<file path="src/rtl/mem_arbiter_pkg.sv">
// mem_arbiter_pkg
//   Shared definitions for the memory arbiter: FSM state and command-owner
//   encodings, bus widths and default SDRAM refresh scheduling constants.
package mem_arbiter_pkg;

    localparam int unsigned ADDR_W = 22;
    localparam int unsigned DATA_W = 8;
    localparam int unsigned CNT_W  = 3;

    // 7.8us between refresh credits at 100MHz
    localparam int unsigned REFRESH_INTERVAL_DEF = 780;
    localparam int unsigned REFRESH_MAX_DEF      = 7;
    localparam int unsigned REFRESH_URGENT_DEF   = 4;

    typedef enum logic [1:0] {
        ST_IDLE,
        ST_ISSUE,
        ST_WAIT
    } state_t;

    typedef enum logic [2:0] {
        OWN_CPU_RD,
        OWN_CPU_WR,
        OWN_PPU,
        OWN_LDR,
        OWN_REF
    } owner_t;

endpackage

</file>
<file path="src/rtl/mem_arbiter_refresh_timer.sv">
// mem_arbiter_refresh_timer
//   Interval counter that earns one SDRAM refresh credit every INTERVAL
//   cycles, plus a saturating credit counter drained by issued refreshes.
// Ports
//   clk            main clock
//   resetn         asynchronous active-low reset
//   i_consume      a refresh command is issuing this cycle (uses one credit)
//   o_refresh_cnt  pending refresh credits
module mem_arbiter_refresh_timer
    import mem_arbiter_pkg::*;
#(
    parameter int unsigned INTERVAL = REFRESH_INTERVAL_DEF,
    parameter int unsigned MAX      = REFRESH_MAX_DEF
) (
    input  logic             clk,
    input  logic             resetn,
    input  logic             i_consume,
    output logic [CNT_W-1:0] o_refresh_cnt
);

    localparam int unsigned      TW   = (INTERVAL > 1) ? $clog2(INTERVAL) : 1;
    localparam logic [TW-1:0]    LAST = TW'(INTERVAL - 1);
    localparam logic [CNT_W-1:0] SAT  = CNT_W'(MAX);

    logic [TW-1:0]    r_timer;
    logic [CNT_W-1:0] r_cnt;
    logic             w_wrap;

    assign w_wrap        = (r_timer == LAST);
    assign o_refresh_cnt = r_cnt;

    always_ff @(posedge clk or negedge resetn) begin
        if (!resetn) begin
            r_timer <= '0;
            r_cnt   <= '0;
        end else begin
            r_timer <= w_wrap ? '0 : r_timer + TW'(1);
            // Earn and spend in the same cycle cancel out, even when saturated.
            if (w_wrap && !i_consume) begin
                if (r_cnt != SAT) r_cnt <= r_cnt + CNT_W'(1);
            end else if (!w_wrap && i_consume && r_cnt != '0) begin
                r_cnt <= r_cnt - CNT_W'(1);
            end
        end
    end

endmodule

</file>
<file path="src/rtl/mem_arbiter.sv">
// mem_arbiter
//   Shares one MemoryController command port between CPU (rd/wr), PPU (rd)
//   and ROM loader (wr), and schedules SDRAM auto-refresh. One command is in
//   flight at a time; completion is signalled by a 1-cycle ack.
// Ports
//   cpu_*      CPU request/ack, address, write data, read data
//   ppu_*      PPU read request/ack, address, read data
//   ldr_*      loader write request/ack, address, write data
//   mc_*       command pulses, registered address/data, read buffers, busy
//   refresh_cnt pending refresh credits (debug)
module mem_arbiter
    import mem_arbiter_pkg::*;
#(
    parameter int unsigned REFRESH_INTERVAL = REFRESH_INTERVAL_DEF,
    parameter int unsigned REFRESH_MAX      = REFRESH_MAX_DEF,
    parameter int unsigned REFRESH_URGENT   = REFRESH_URGENT_DEF
) (
    input  logic              clk,
    input  logic              resetn,
    input  logic              cpu_req,
    input  logic              cpu_we,
    input  logic [ADDR_W-1:0] cpu_addr,
    input  logic [DATA_W-1:0] cpu_wdata,
    output logic              cpu_ack,
    output logic [DATA_W-1:0] cpu_rdata,
    input  logic              ppu_req,
    input  logic [ADDR_W-1:0] ppu_addr,
    output logic              ppu_ack,
    output logic [DATA_W-1:0] ppu_rdata,
    input  logic              ldr_req,
    input  logic [ADDR_W-1:0] ldr_addr,
    input  logic [DATA_W-1:0] ldr_wdata,
    output logic              ldr_ack,
    output logic              mc_read_a,
    output logic              mc_read_b,
    output logic              mc_write,
    output logic              mc_refresh,
    output logic [ADDR_W-1:0] mc_addr,
    output logic [DATA_W-1:0] mc_din,
    input  logic [DATA_W-1:0] mc_dout_a,
    input  logic [DATA_W-1:0] mc_dout_b,
    input  logic              mc_busy,
    output logic [CNT_W-1:0]  refresh_cnt
);

    localparam logic [CNT_W-1:0] URGENT_LVL = CNT_W'(REFRESH_URGENT);

    state_t            r_state;
    owner_t            r_owner;
    logic              r_first_wait;
    logic              r_rr_ppu;
    logic              r_cpu_ack, r_ppu_ack, r_ldr_ack;
    logic [DATA_W-1:0] r_cpu_rdata, r_ppu_rdata;
    logic              r_rd_a, r_rd_b, r_wr, r_ref;
    logic [ADDR_W-1:0] r_addr;
    logic [DATA_W-1:0] r_din;

    logic [CNT_W-1:0]  w_refresh_cnt;
    logic              w_ack_any, w_pick_ppu, w_grant, w_rr_upd;
    owner_t            w_owner;
    logic [ADDR_W-1:0] w_addr;
    logic [DATA_W-1:0] w_din;

    mem_arbiter_refresh_timer #(
        .INTERVAL (REFRESH_INTERVAL),
        .MAX      (REFRESH_MAX)
    ) u_refresh_timer (
        .clk           (clk),
        .resetn        (resetn),
        .i_consume     (r_ref),
        .o_refresh_cnt (w_refresh_cnt)
    );

    // Winner selection. Nothing is granted in an ack cycle so that a request
    // still held while its ack is visible is not mistaken for a new one.
    always_comb begin
        w_ack_any  = r_cpu_ack | r_ppu_ack | r_ldr_ack;
        w_pick_ppu = ppu_req & (~cpu_req | r_rr_ppu);
        w_grant    = 1'b0;
        w_rr_upd   = 1'b0;
        w_owner    = OWN_REF;
        w_addr     = '0;
        w_din      = '0;
        if (!mc_busy && !w_ack_any) begin
            if (w_refresh_cnt >= URGENT_LVL) begin
                w_grant = 1'b1;
            end else if (cpu_req || ppu_req) begin
                w_grant  = 1'b1;
                w_rr_upd = cpu_req & ppu_req;
                if (w_pick_ppu) begin
                    w_owner = OWN_PPU;
                    w_addr  = ppu_addr;
                end else begin
                    w_owner = cpu_we ? OWN_CPU_WR : OWN_CPU_RD;
                    w_addr  = cpu_addr;
                    w_din   = cpu_we ? cpu_wdata : '0;
                end
            end else if (ldr_req) begin
                w_grant = 1'b1;
                w_owner = OWN_LDR;
                w_addr  = ldr_addr;
                w_din   = ldr_wdata;
            end else if (w_refresh_cnt != '0) begin
                w_grant = 1'b1;
            end
        end
    end

    always_ff @(posedge clk or negedge resetn) begin
        if (!resetn) begin
            r_state      <= ST_IDLE;
            r_owner      <= OWN_REF;
            r_first_wait <= 1'b0;
            r_rr_ppu     <= 1'b1;
            r_cpu_ack    <= 1'b0;
            r_ppu_ack    <= 1'b0;
            r_ldr_ack    <= 1'b0;
            r_cpu_rdata  <= '0;
            r_ppu_rdata  <= '0;
            r_rd_a       <= 1'b0;
            r_rd_b       <= 1'b0;
            r_wr         <= 1'b0;
            r_ref        <= 1'b0;
            r_addr       <= '0;
            r_din        <= '0;
        end else begin
            r_cpu_ack <= 1'b0;
            r_ppu_ack <= 1'b0;
            r_ldr_ack <= 1'b0;
            r_rd_a    <= 1'b0;
            r_rd_b    <= 1'b0;
            r_wr      <= 1'b0;
            r_ref     <= 1'b0;
            unique case (r_state)
                ST_IDLE: begin
                    if (w_grant) begin
                        r_owner <= w_owner;
                        r_addr  <= w_addr;
                        r_din   <= w_din;
                        // Pulses are registered here so they are high in ISSUE.
                        r_rd_a  <= (w_owner == OWN_CPU_RD);
                        r_rd_b  <= (w_owner == OWN_PPU);
                        r_wr    <= (w_owner == OWN_CPU_WR) || (w_owner == OWN_LDR);
                        r_ref   <= (w_owner == OWN_REF);
                        // Only a genuine CPU/PPU contest moves the pointer: the loser is favoured next.
                        if (w_rr_upd) r_rr_ppu <= (w_owner != OWN_PPU);
                        r_state <= ST_ISSUE;
                    end
                end
                ST_ISSUE: begin
                    r_first_wait <= 1'b1;
                    r_state      <= ST_WAIT;
                end
                ST_WAIT: begin
                    r_first_wait <= 1'b0;
                    // Controller raises busy one cycle late; skip the first WAIT cycle.
                    if (!r_first_wait && !mc_busy) begin
                        case (r_owner)
                            OWN_CPU_RD: begin
                                r_cpu_ack   <= 1'b1;
                                r_cpu_rdata <= mc_dout_a;
                            end
                            OWN_CPU_WR: r_cpu_ack <= 1'b1;
                            OWN_PPU: begin
                                r_ppu_ack   <= 1'b1;
                                r_ppu_rdata <= mc_dout_b;
                            end
                            OWN_LDR:    r_ldr_ack <= 1'b1;
                            default:    ;
                        endcase
                        r_state <= ST_IDLE;
                    end
                end
                default: r_state <= ST_IDLE;
            endcase
        end
    end

    assign cpu_ack     = r_cpu_ack;
    assign cpu_rdata   = r_cpu_rdata;
    assign ppu_ack     = r_ppu_ack;
    assign ppu_rdata   = r_ppu_rdata;
    assign ldr_ack     = r_ldr_ack;
    assign mc_read_a   = r_rd_a;
    assign mc_read_b   = r_rd_b;
    assign mc_write    = r_wr;
    assign mc_refresh  = r_ref;
    assign mc_addr     = r_addr;
    assign mc_din      = r_din;
    assign refresh_cnt = w_refresh_cnt;

endmodule
</file>
<file path="config.mk">
export PLATFORM = sky130hd
export DESIGN_NAME = mem_arbiter
export DESIGN_NICKNAME = d
export VERILOG_FILES = /design/src/rtl/mem_arbiter_pkg.sv /design/src/rtl/mem_arbiter_refresh_timer.sv /design/src/rtl/mem_arbiter.sv
export SDC_FILE = /design/constraint.sdc
export NUM_CORES = 1
export LEC_CHECK = 0
export CAP_MARGIN = 20
export CORE_UTILIZATION = 44
export CTS_BUF_LIST = sky130_fd_sc_hd__clkbuf_8
export DETAILED_ROUTE_END_ITERATION = 6
export HOLD_SLACK_MARGIN = 0.15
export MAX_ROUTING_LAYER = met4
export PLACE_DENSITY = 0.9
export SLEW_MARGIN = 20
export SYNTH_ARGS = -nofsm -noshare
export SYNTH_HDL_FRONTEND = slang
export SYNTH_HIERARCHICAL = 1
export SYNTH_SLANG_ARGS = --single-unit
</file>
<file path="constraint.sdc">
create_clock -name clk -period 2.6 [get_ports clk]
set_input_delay 0.78 -clock clk [delete_from_list [all_inputs] [get_ports clk]]
set_output_delay 0.78 -clock clk [all_outputs]
set_load 0.01 [all_outputs]
</file>
==> impl_results.md <==
- Initial antenna violation count: 0
- Power, Total: 4.78 mW
- Vias/cell: 5.49
- Min Tclk post-route: 2.38 ns
- CTS Buf Count: 9
- Post-synth EDFFs: 0
- WL/cell: 16.5 µm
- Max-slew headroom: 39.9%
- Critical Path End: u_refresh_timer/o_refresh_cnt[1]
- Drt drc: 0
- Cells after synthesis: 343
- Synthesized cell area: 3750 µm²
- Status: complete, no violations
- Placed cells: 606
- Worst skew pair latency: 0.34 ns
- Cell leakage power: 2.59 nW
- Vias: 3416
- Final setup viols: 0
- Setup Skew: 0.00797 ns
- Detailed router's first-iteration violation count: 145
- Root Driver: clkbuf_8
- Syn_nets: 453
- CTS tree: done
- WL final: 10300 µm
- Max Cap Viol: 0
- Total global routing overflow: 0
- First-pass DRT Iterations: 4
- Met1 usage: 29.2%
- Die W: 94.4 µm
- I/O pin cnt: 161
- Power per cell area: 836 nW/µm²
- RR Startpoint: u_refresh_timer/r_timer[0]
- Slew Limit Fails: 0
- Clock-pin slew on the worst setup and hold paths: 0.08 ns
- Setup TNS: 0 ns
- Clock sinks: 73
- Vias in the first global route: 3587
- Highest clock rate: 0.420 GHz
- # port buffers: 160
- Largest net degree at the start of global routing: 74
- RSZ-0062 raised after global routing: false
- Flop-to-flop setup slack: 0.22 ns
- Reg2Reg Capture Point: u_refresh_timer/o_refresh_cnt[1]
- Synth Warn #: 6
- Grt met2 use: 44.4%
- GRT Util Overall: 25.4%
- CTS Buffer Depth: 2
- WP data arrival: 2.63 ns
- Startpoint class of the critical path: flip-flop
- Async set-or-reset flop fraction in the synthesized netlist: 100%
- Site Rows: 33
- HPWL after DPL: 7690 µm
- M3 GR Usage: 4.83%
- Critical Path RT: 2.85 ns
- Final Hold Viols: 0
- Antenna Cells: 0
- CTS H-Tree Depth: 3
- Maximum vdd drop: 396 µV
- Die Ht: 94.4 µm
- Grt peak-use layer: met2
- Critical path endpoint category: flip-flop
- Slew at the pin closest to its max-slew limit: 0.901 ns
- Synth top area cells: dfrtp_1, o21ai_2, and3_1, a221oi_1, mux2_2
- Layout area overhead: 52.3%
- Area of the die: 8910 µm²
- Non-filler cells, final: 622
- Worst reg2reg path depth: 7
- Avg Cell Area, Syn: 10.9 µm²
- Antenna Nets Post-Route: 0
- Crit path max fanout: 6
- Top FF cell, synth: dfrtp_1
- Crit Path Class: flip-flop to flip-flop
- HP Class: flip-flop to flip-flop
- Register area share after synthesis: 48.7%
- Share of the synthesized area in the top cell type: 47.3%
- Final period util: 91.6%
- Cts hold-fix bufs: 0
- First-pass GRT wire length: 16700 µm
- Count of different cell masters after synthesis: 57
- GP Congestion: 0.819
- Core ar.: 8260 µm²
- Crit path from: u_refresh_timer/r_timer[0]
- Nets: 622
- Most area-hungry cell type in the Yosys netlist: dfrtp_1
- Ratio of cells with drive above 1 in the final layout: 17.6%
- Synthesized flop and latch total: 73
- Initial Util: 45.5%
-- worst min-delay path by stage --
| stage | start | end | slack (ns) | cells after the start |
|---|---|---|---|---|
| after floorplan | r_owner[1] | cpu_ack | 0.45 | 1 |
| after global placement | mc_addr[19] | mc_addr[19] | 0.46 | 2 |
| after detailed placement | mc_addr[6] | mc_addr[6] | 0.47 | 2 |
| after CTS | mc_addr[14] | mc_addr[14] | 0.48 | 2 |
| after global routing | mc_addr[21] | mc_addr[21] | 0.51 | 2 |
| final | mc_addr[14] | mc_addr[14] | 0.48 | 2 |
-- layer usage --
layer  wire (µm)  up-vias
met5           0        -
met4         180        0
met3         596       23
met2        5450      133
met1        4030     1663
li1            -     1597
-- timing repair --
action / in CTS / in global routing
buffers inserted: 0 / 0
endpoints found under the setup margin: 0 / 1
resized for setup: 0 / 1
-- power breakdown --
group | internal [mW] | switching (mW) | total, mW
clock | 0.456 | 0.401 | 0.858
sequential | 1.52 | 0.262 | 1.78
combinational | 1.19 | 0.946 | 2.14
total | 3.17 | 1.61 | 4.78
-- flip-flops by register name, indices dropped and copies added, names as in the netlist, 2 cells and up --
name,cells
u_refresh_timer/o_refresh_cnt,3
r_owner,3
mc_din,8
cpu_rdata,8
u_refresh_timer/r_timer,10
r_state,2
mc_addr,22
ppu_rdata,8
-- area by class of cell --
type	instances	area [µm²]
clock inverters	6	51.3
fillers	636	2540
clock buffers	10	138
flip-flops and latches	73	1830
repair buffers	179	1780
inverters	10	37.5
well taps	105	131
multi-input cells	239	1750
-- logic make-up after synthesis --
kind of cell	synth area share [%]
simple gates	18.4
compound gates	17.9
flops	48.7
buf+inv	4.80
mux	6.43
xor+xnor	1.87
fa+ha+maj	1.87
-- cell usage in the layout, fill, tap and decap left out, types with 2 or more instances in the layout --
cell type / Yosys / routed
a211o_1: 2 / 2
a21oi_1: 9 / 9
a221oi_1: 22 / 22
a311oi_1: 2 / 2
a31oi_1: 2 / 2
and2_1: 3 / 3
and3_1: 31 / 31
and4_1: 2 / 2
buf_12: 0 / 3
buf_4: 3 / 17
clkbuf_8: 0 / 10
clkdlybuf4s50_1: 0 / 159
clkinv_2: 0 / 2
dfrtp_1: 71 / 71
dfstp_2: 2 / 2
ha_1: 4 / 3
inv_1: 10 / 13
mux2_2: 16 / 16
mux2i_1: 5 / 5
nand2_1: 40 / 40
nand3_1: 7 / 7
nand4_1: 5 / 5
nor2_1: 10 / 10
nor2b_1: 3 / 3
o21ai_0: 7 / 7
o21ai_1: 4 / 4
o21ai_2: 23 / 23
o22ai_1: 2 / 2
or2_2: 2 / 2
or3_1: 4 / 4
xnor2_1: 5 / 5
xor2_1: 3 / 3
-- metrics by stage --
stage / hold slack [ns] / utilization [%] / instance area [µm²] / setup WS [ns]
2_1_floorplan: 0.447 / - / 3750 / 0.297
3_3_place_gp: 0.461 / 66.9 / 5530 / 0.0858
3_5_place_dp: 0.466 / 66.9 / 5530 / 0.0229
4_1_cts: 0.482 / 69.2 / 5720 / 0.187
5_1_grt: 0.513 / 69.2 / 5720 / 0.0769
6_report: 0.479 / 69.2 / 5720 / 0.217
-- cell usage after synthesis, types with 2 or more instances --
cell	count
dfstp_2	2
a221oi_1	22
buf_4	3
nand2_1	40
and4_1	2
xnor2_1	5
nand3_1	7
mux2_2	16
or2_2	2
o21ai_1	4
ha_1	4
xor2_1	3
mux2i_1	5
o21ai_0	7
a211o_1	2
a21oi_1	9
or3_1	4
and3_1	31
a31oi_1	2
nor2_1	10
nor2b_1	3
buf_6	7
o21ai_2	23
clkbuf_1	10
o22ai_1	2
a311oi_1	2
dfrtp_1	71
nand4_1	5
and2_1	3
inv_1	10
-- critical path: stages, from the launching register on --
cell and delay, ns:
dfrtp_1 0.44, ha_2 0.29, nor3b_2 0.23, nand4_1 0.15
fa_1 0.57, nor3_1 0.07, a211o_1 0.30, a311oi_1 0.24
Note: power is estimated with default switching activity, not from simulation.
